$ cat src/rtl/collision_scheduler_if.sv
// Shared rectangle-overlap comparator bus: the scheduler (master) presents a
// ball/target pair, the comparator (slave) returns the collision result.
interface collision_scheduler_if #(
  parameter int unsigned X_POS_W = 10,
  parameter int unsigned Y_POS_W = 10
);
  logic [X_POS_W-1:0] cmp_r1_left_o;
  logic [X_POS_W-1:0] cmp_r1_right_o;
  logic [Y_POS_W-1:0] cmp_r1_top_o;
  logic [Y_POS_W-1:0] cmp_r1_bottom_o;
  logic [X_POS_W-1:0] cmp_r2_left_o;
  logic [X_POS_W-1:0] cmp_r2_right_o;
  logic [Y_POS_W-1:0] cmp_r2_top_o;
  logic [Y_POS_W-1:0] cmp_r2_bottom_o;
  logic               cmp_collision_i;

  modport master (
    output cmp_r1_left_o, cmp_r1_right_o, cmp_r1_top_o, cmp_r1_bottom_o,
    output cmp_r2_left_o, cmp_r2_right_o, cmp_r2_top_o, cmp_r2_bottom_o,
    input  cmp_collision_i
  );

  modport slave (
    input  cmp_r1_left_o, cmp_r1_right_o, cmp_r1_top_o, cmp_r1_bottom_o,
    input  cmp_r2_left_o, cmp_r2_right_o, cmp_r2_top_o, cmp_r2_bottom_o,
    output cmp_collision_i
  );
endinterface

$ cat src/rtl/collision_scheduler.sv
// Time-multiplexes one pipelined rectangle comparator over N_TGT ball/target
// pairs per frame. Optional sticky overrun flag: COLLISION_SCHED_OVERRUN_EN.
module collision_scheduler #(
  parameter int unsigned X_POS_W = 10,
  parameter int unsigned Y_POS_W = 10,
  parameter int unsigned N_TGT   = 4,
  parameter int unsigned CMP_LAT = 2
) (
  input  logic                       clk_i,
  input  logic                       rst_ni,
  input  logic                       frame_start_i,
  input  logic [X_POS_W-1:0]         ball_left_i,
  input  logic [X_POS_W-1:0]         ball_right_i,
  input  logic [Y_POS_W-1:0]         ball_top_i,
  input  logic [Y_POS_W-1:0]         ball_bottom_i,
  input  logic [N_TGT*X_POS_W-1:0]   tgt_left_i,
  input  logic [N_TGT*X_POS_W-1:0]   tgt_right_i,
  input  logic [N_TGT*Y_POS_W-1:0]   tgt_top_i,
  input  logic [N_TGT*Y_POS_W-1:0]   tgt_bottom_i,
  input  logic [N_TGT-1:0]           tgt_en_i,
  collision_scheduler_if.master      cmp,
  output logic [N_TGT-1:0]           hit_o,
  output logic                       done_o,
  output logic                       busy_o,
  output logic                       overrun_o
);

  localparam int unsigned     IDX_W    = (N_TGT > 1) ? $clog2(N_TGT) : 1;
  localparam int unsigned     PIPE_D   = CMP_LAT + 1;
  localparam logic [IDX_W-1:0] LAST_IDX = IDX_W'(N_TGT - 1);

  typedef enum logic [1:0] {IDLE, ISSUE, DRAIN, DONE} state_e;

  state_e             state_q;
  logic [IDX_W-1:0]   idx_q;
  logic [N_TGT-1:0]   acc_q;
  logic [PIPE_D-1:0]  pv_q;
  logic [PIPE_D-1:0]  pen_q;
  logic [IDX_W-1:0]   pidx_q [PIPE_D];

  logic               launch;
  logic [IDX_W-1:0]   launch_idx;
  logic [X_POS_W-1:0] sel_l, sel_r;
  logic [Y_POS_W-1:0] sel_t, sel_b;
  logic               sel_en;
  logic               cap_hit;
  logic               cap_last;
  logic [N_TGT-1:0]   acc_nxt;

  // Target selection for the pair launched this edge, and result capture
  always_comb begin
    launch     = ((state_q == IDLE) && frame_start_i) || (state_q == ISSUE);
    launch_idx = (state_q == ISSUE) ? idx_q : '0;
    sel_l  = '0;
    sel_r  = '0;
    sel_t  = '0;
    sel_b  = '0;
    sel_en = 1'b0;
    for (int unsigned k = 0; k < N_TGT; k++) begin
      if (launch_idx == IDX_W'(k)) begin
        sel_l  = tgt_left_i[k*X_POS_W +: X_POS_W];
        sel_r  = tgt_right_i[k*X_POS_W +: X_POS_W];
        sel_t  = tgt_top_i[k*Y_POS_W +: Y_POS_W];
        sel_b  = tgt_bottom_i[k*Y_POS_W +: Y_POS_W];
        sel_en = tgt_en_i[k];
      end
    end
    cap_hit  = pv_q[PIPE_D-1] & pen_q[PIPE_D-1] & cmp.cmp_collision_i;
    cap_last = pv_q[PIPE_D-1] && (pidx_q[PIPE_D-1] == LAST_IDX);
    acc_nxt  = acc_q;
    for (int unsigned k = 0; k < N_TGT; k++) begin
      if (cap_hit && (pidx_q[PIPE_D-1] == IDX_W'(k))) acc_nxt[k] = 1'b1;
    end
  end

  always_ff @(posedge clk_i or negedge rst_ni) begin
    if (!rst_ni) begin
      state_q <= IDLE;
      idx_q   <= '0;
      acc_q   <= '0;
      pv_q    <= '0;
      pen_q   <= '0;
      for (int unsigned i = 0; i < PIPE_D; i++) pidx_q[i] <= '0;
      hit_o   <= '0;
      done_o  <= 1'b0;
      busy_o  <= 1'b0;
      cmp.cmp_r1_left_o   <= '0;
      cmp.cmp_r1_right_o  <= '0;
      cmp.cmp_r1_top_o    <= '0;
      cmp.cmp_r1_bottom_o <= '0;
      cmp.cmp_r2_left_o   <= '0;
      cmp.cmp_r2_right_o  <= '0;
      cmp.cmp_r2_top_o    <= '0;
      cmp.cmp_r2_bottom_o <= '0;
    end else begin
      done_o <= 1'b0;
      acc_q  <= acc_nxt;

      // Valid/index/enable shift pipeline tracking in-flight comparisons
      for (int unsigned i = PIPE_D - 1; i > 0; i--) begin
        pv_q[i]   <= pv_q[i-1];
        pen_q[i]  <= pen_q[i-1];
        pidx_q[i] <= pidx_q[i-1];
      end
      pv_q[0]   <= launch;
      pen_q[0]  <= launch & sel_en;
      pidx_q[0] <= launch_idx;

      if (launch) begin
        cmp.cmp_r1_left_o   <= ball_left_i;
        cmp.cmp_r1_right_o  <= ball_right_i;
        cmp.cmp_r1_top_o    <= ball_top_i;
        cmp.cmp_r1_bottom_o <= ball_bottom_i;
        cmp.cmp_r2_left_o   <= sel_l;
        cmp.cmp_r2_right_o  <= sel_r;
        cmp.cmp_r2_top_o    <= sel_t;
        cmp.cmp_r2_bottom_o <= sel_b;
      end

      case (state_q)
        IDLE: begin
          if (frame_start_i) begin
            acc_q   <= '0;
            idx_q   <= IDX_W'(1);
            busy_o  <= 1'b1;
            state_q <= (N_TGT == 1) ? DRAIN : ISSUE;
          end
        end
        ISSUE: begin
          if (idx_q == LAST_IDX) begin
            idx_q   <= '0;
            state_q <= DRAIN;
          end else begin
            idx_q <= idx_q + IDX_W'(1);
          end
        end
        DRAIN: begin
          if (cap_last) begin
            hit_o   <= acc_nxt;
            acc_q   <= '0;
            done_o  <= 1'b1;
            state_q <= DONE;
          end
        end
        DONE: begin
          busy_o  <= 1'b0;
          state_q <= IDLE;
        end
        default: state_q <= IDLE;
      endcase
    end
  end

`ifdef COLLISION_SCHED_OVERRUN_EN
  // Sticky record of a frame start that arrived while a round was running
  always_ff @(posedge clk_i or negedge rst_ni) begin
    if (!rst_ni) begin
      overrun_o <= 1'b0;
    end else if (frame_start_i && busy_o) begin
      overrun_o <= 1'b1;
    end
  end
`else
  assign overrun_o = 1'b0;
`endif

endmodule
$ cat src/flat_wrapper.sv
// flat-port wrapper written by rule: the top's interface ports become plain ports
module collision_scheduler_flat 
#(
  parameter int unsigned X_POS_W = 10,
  parameter int unsigned Y_POS_W = 10,
  parameter int unsigned N_TGT   = 4,
  parameter int unsigned CMP_LAT = 2
)
  (clk_i, rst_ni, frame_start_i, ball_left_i, ball_right_i, ball_top_i, ball_bottom_i, tgt_left_i, tgt_right_i, tgt_top_i, tgt_bottom_i, tgt_en_i, hit_o, done_o, busy_o, overrun_o, cmp_cmp_r1_left_o, cmp_cmp_r1_right_o, cmp_cmp_r1_top_o, cmp_cmp_r1_bottom_o, cmp_cmp_r2_left_o, cmp_cmp_r2_right_o, cmp_cmp_r2_top_o, cmp_cmp_r2_bottom_o, cmp_cmp_collision_i);
  collision_scheduler_if #(.X_POS_W(X_POS_W), .Y_POS_W(Y_POS_W)) cmp_i ();
  input  logic clk_i;
  input  logic rst_ni;
  input  logic frame_start_i;
  input  logic [X_POS_W-1:0] ball_left_i;
  input  logic [X_POS_W-1:0] ball_right_i;
  input  logic [Y_POS_W-1:0] ball_top_i;
  input  logic [Y_POS_W-1:0] ball_bottom_i;
  input  logic [N_TGT*X_POS_W-1:0] tgt_left_i;
  input  logic [N_TGT*X_POS_W-1:0] tgt_right_i;
  input  logic [N_TGT*Y_POS_W-1:0] tgt_top_i;
  input  logic [N_TGT*Y_POS_W-1:0] tgt_bottom_i;
  input  logic [N_TGT-1:0] tgt_en_i;
  output logic [N_TGT-1:0] hit_o;
  output logic done_o;
  output logic busy_o;
  output logic overrun_o;
  output wire logic [$bits(cmp_i.cmp_r1_left_o)-1:0] cmp_cmp_r1_left_o;
  output wire logic [$bits(cmp_i.cmp_r1_right_o)-1:0] cmp_cmp_r1_right_o;
  output wire logic [$bits(cmp_i.cmp_r1_top_o)-1:0] cmp_cmp_r1_top_o;
  output wire logic [$bits(cmp_i.cmp_r1_bottom_o)-1:0] cmp_cmp_r1_bottom_o;
  output wire logic [$bits(cmp_i.cmp_r2_left_o)-1:0] cmp_cmp_r2_left_o;
  output wire logic [$bits(cmp_i.cmp_r2_right_o)-1:0] cmp_cmp_r2_right_o;
  output wire logic [$bits(cmp_i.cmp_r2_top_o)-1:0] cmp_cmp_r2_top_o;
  output wire logic [$bits(cmp_i.cmp_r2_bottom_o)-1:0] cmp_cmp_r2_bottom_o;
  input wire logic [$bits(cmp_i.cmp_collision_i)-1:0] cmp_cmp_collision_i;
  assign cmp_cmp_r1_left_o = cmp_i.cmp_r1_left_o;
  assign cmp_cmp_r1_right_o = cmp_i.cmp_r1_right_o;
  assign cmp_cmp_r1_top_o = cmp_i.cmp_r1_top_o;
  assign cmp_cmp_r1_bottom_o = cmp_i.cmp_r1_bottom_o;
  assign cmp_cmp_r2_left_o = cmp_i.cmp_r2_left_o;
  assign cmp_cmp_r2_right_o = cmp_i.cmp_r2_right_o;
  assign cmp_cmp_r2_top_o = cmp_i.cmp_r2_top_o;
  assign cmp_cmp_r2_bottom_o = cmp_i.cmp_r2_bottom_o;
  assign cmp_i.cmp_collision_i = cmp_cmp_collision_i;
  collision_scheduler #(.X_POS_W(X_POS_W), .Y_POS_W(Y_POS_W), .N_TGT(N_TGT), .CMP_LAT(CMP_LAT)) u_core (.clk_i(clk_i), .rst_ni(rst_ni), .frame_start_i(frame_start_i), .ball_left_i(ball_left_i), .ball_right_i(ball_right_i), .ball_top_i(ball_top_i), .ball_bottom_i(ball_bottom_i), .tgt_left_i(tgt_left_i), .tgt_right_i(tgt_right_i), .tgt_top_i(tgt_top_i), .tgt_bottom_i(tgt_bottom_i), .tgt_en_i(tgt_en_i), .cmp(cmp_i), .hit_o(hit_o), .done_o(done_o), .busy_o(busy_o), .overrun_o(overrun_o));
endmodule
$ cat config.mk
export PLATFORM = sky130hd
export DESIGN_NAME = collision_scheduler_flat
export DESIGN_NICKNAME = d
export VERILOG_FILES = /design/src/rtl/collision_scheduler_if.sv /design/src/rtl/collision_scheduler.sv /design/src/flat_wrapper.sv
export SDC_FILE = /design/constraint.sdc
export NUM_CORES = 1
export LEC_CHECK = 0
export BUFFER_PORTS_ARGS = -buffer_cell sky130_fd_sc_hd__buf_4
export CAP_MARGIN = 20
export CELL_PAD_IN_SITES_DETAIL_PLACEMENT = 1
export CELL_PAD_IN_SITES_GLOBAL_PLACEMENT = 2
export CORE_MARGIN = 3
export CORE_UTILIZATION = 30
export DETAILED_ROUTE_END_ITERATION = 6
export GPL_TIMING_DRIVEN = 0
export PLACE_DENSITY = 0.85
export REMOVE_ABC_BUFFERS = 1
export SETUP_SLACK_MARGIN = 0.5
export SLEW_MARGIN = 5
export SYNTH_ARGS = -nofsm -noshare
export SYNTH_HDL_FRONTEND = slang
export SYNTH_SLANG_ARGS = --single-unit
$ cat constraint.sdc
create_clock -name clk_i -period 2.45 [get_ports clk_i]
set_input_delay 0.1225 -clock clk_i [delete_from_list [all_inputs] [get_ports clk_i]]
set_output_delay 0.1225 -clock clk_i [all_outputs]
set_load 0.1 [all_outputs]
==> metrics.csv <==
metric;value;unit
Final TNS setup;0;ns
initial DRC count;105;
multi-input combinational cell area;2790;um^2
worst hold path class;in2reg;
vias per cell;5.14;
status;completed;
post-DP HPWL;14800;um
DR WL/cell;21.5;um
Worst Setup SP;u_core.state_q[0]$_DFFE_PN0P_;
Initial Util;0.312;
R2R depth;7;
Total Routed Length;21700;um
RSZ-0062 raised after global routing;no;
clock sinks;106;
crit-path cells;inv_1 -> ha_4 -> buf_16 -> a21oi_4 -> buf_4 -> buf_12 -> mux2_2;
worst-margin pin slew;0.565;ns
startpoint types;flop;
initial antenna violation count;0;
Clock Tree Root;clkbuf_16;
remaining antenna violation count;0;
depth of the CTS H-tree;3;
fin util;0.490;
Setup Crit Path Kind;reg2reg;
Reg area;2660;um^2
R2R setup slack;0.57;ns
Crit. End Element;flop;
clk slew on worst S/H paths;0.08;ns
CTS buffer count;9;
simple-gate portion of the synthesized area;0.0665;
Crit path largest cell delay;0.42;ns
skew final;0.0124;ns
Pre-antenna DRT Iters;4;
TritonCTS clock tree;built;
Slowest cell on crit path;dfrtp_2;
Yosys cell types;40;
RR Startpoint;u_core.state_q[0]$_DFFE_PN0P_;
Yosys warnings;0;
worst path arrival time;2.11;ns
Routability Congestion;0.786;
Syn-to-layout area delta;56.9;%
Die Ht;144;um
post-route DRC violation count;0;
Antenna Cells;0;
grt ovf;0;
FP Rows;49;
Post-Synth XOR/XNOR Area;0;
Worst R2R End;u_core.cmp.cmp_r1_top_o[2]$_DFFE_PN0P_;
Post-Syn Instances;450;
Die ar.;20800;um^2
Final Max Tran Viols;0;
Compound-Gate Fraction of Synth Area;0.176;
via count;5190;
Global Route Usage Sum;0.198;
io pins;295;
crit path to;u_core.cmp.cmp_r1_top_o[2]$_DFFE_PN0P_;
first-pass GRT wire length;31900;um
Post-Syn Area;5740;um^2
largest net degree at the start of global routing;107;
Fill cells;1960;
total of max-cap violations;0;
main combinational cell family by area after synthesis;multiplexers;
total core area;18400;um^2
setup violators final;0;
f_max;532;MHz
CP Data Required Time;2.68;ns
post-synthesis register bit count;106;
sequential area share after synthesis;0.462;
port bufs;293;
fin crit period;1.88;ns
post-synthesis mux area share;0.224;
Clk Latency, worst-skew pair;0.36;ns
vias in the first global route;5814;
Final nets;988;
Post-Synth Adder-Cell Area;0.0109;
Final Cycle Share;0.767;
Slew headroom;0.623;
Final Hold Violating Endpoints;0;
Clock Path Buffers;2;
Die X;144;um
Mean Syn Cell Area;12.8;um^2
crit-path max FO;26;
share of layout cells above drive strength 1;0.537;
-- synth_stat cells, drive strengths merged --
cell type,number,area share
o41ai,1,0.0015
conb,1,0.00065
a32o,1,0.0017
nand4,1,0.0011
buf,37,0.051
nor2,6,0.0039
and3,42,0.046
a221o,2,0.0035
nand3,1,0.00087
o21ai,6,0.0052
nand2b,2,0.0022
mux2,42,0.082
a221oi,40,0.094
and4b,2,0.0035
o32a,1,0.0017
nand2,4,0.0039
a211oi,42,0.057
a21oi,8,0.0089
clkbuf,6,0.0048
a2bb2oi,1,0.0015
inv,7,0.0046
a31oi,1,0.0011
and2,2,0.0022
ha,5,0.011
dfrtp,106,0.46
and2b,2,0.0031
mux2i,81,0.14
-- cell type report --
type,count,share of cell area
Timing Repair Buffer,357,0.328
Multi-Input combinational cell,294,0.310
Sequential cell,106,0.295
Tap cell,229,0.0318
Clock buffer,10,0.0254
Clock inverter,6,0.00625
Inverter,7,0.00292
-- stage by stage --
stage               area, um^2  cells  worst slack [ns]  hold WS [ns]
finish                    9010   1009             0.570        0.0146
global route              9010   1009             0.504      0.000362
CTS                       8820    994             0.511      0.000876
detailed placement        8100    937            -0.117         0.337
global placement          7910    929             -3.98         0.331
floorplan                 5420    407             -1.77        -0.173
-- worst min-delay path by stage --
| stage | cells after the start | end | slack [ns] | from |
|---|---|---|---|---|
| after floorplan | 0 | u_core.acc_q[0]$_DFF_PN0_ | -0.17 | rst_ni |
| after global placement | 0 | u_core.pidx_q[1]$_DFF_PN0_ | 0.33 | u_core.pidx_q[3]$_DFF_PN0_ |
| after detailed placement | 1 | u_core.cmp.cmp_r1_bottom_o[7]$_DFFE_PN0P_ | 0.34 | rst_ni |
| after CTS | 2 | u_core.cmp.cmp_r1_bottom_o[4]$_DFFE_PN0P_ | 0.0009 | ball_bottom_i[4] |
| after global routing | 2 | u_core.cmp.cmp_r1_right_o[6]$_DFFE_PN0P_ | 0.0004 | ball_right_i[6] |
| final | 2 | u_core.cmp.cmp_r1_bottom_o[2]$_DFFE_PN0P_ | 0.01 | ball_bottom_i[2] |
-- worst max-delay path: cells and delay by family (launching register included) --
family | cells | cell delay [ns]
DFF | 1 | 0.42
adders and majority gates | 1 | 0.20
muxes | 1 | 0.34
AOI/OAI and AO/OA | 1 | 0.15
buffers and inverters | 4 | 0.62
-- layout by cell type (no fill, tap or decap), types with 4 or more instances in the layout --
master         count
a21oi_1            7
buf_4            308
nor2_1             5
mux2i_1           81
a211oi_1          38
a211oi_2           4
o21ai_0            6
dlygate4sd3_1     34
mux2_2            37
inv_1              6
clkbuf_16         11
buf_12             6
and3_1            42
a221oi_2          30
mux2_1             5
a221oi_1          10
dfrtp_1          104
-- per-layer routing --
metal  share of wire  track usage  vias to the layer above
li1                -            -                     2379
met1            0.37        0.216                     2593
met2            0.55        0.370                      183
met3           0.060       0.0562                       35
met4           0.026       0.0555                        0
met5               0            0                        -
-- timing repair --
item                       in CTS  in global routing
cloned                          0                  2
hold buffers                   32                  2
hold endpoints to repair      137                  2
buffers inserted                9                 10
pin swaps                       2                  2
setup endpoints to repair      86                 79
gates resized for setup         5                  4
-- state kept, by name, summed over array words and instances (netlist names), 6 cells and up --
| signal | flops |
|---|---|
| u_core.cmp.cmp_r2_right_o | 10 |
| u_core.cmp.cmp_r1_top_o | 10 |
| u_core.cmp.cmp_r2_top_o | 10 |
| u_core.cmp.cmp_r1_bottom_o | 10 |
| u_core.cmp.cmp_r2_left_o | 10 |
| u_core.pidx_q | 6 |
| u_core.cmp.cmp_r2_bottom_o | 10 |
| u_core.cmp.cmp_r1_right_o | 10 |
| u_core.cmp.cmp_r1_left_o | 10 |
-- cells by family after synthesis --
group / after synthesis
buffers and inverters: 50
DFF: 106
adders and majority gates: 5
muxes: 123
other: 1
AOI/OAI and AO/OA: 103
and+or+nand+nor: 62
Power is left out: the tool's default activity adds up to more than one toggle a clock period on the data nets, which glitch-free logic cannot reach.
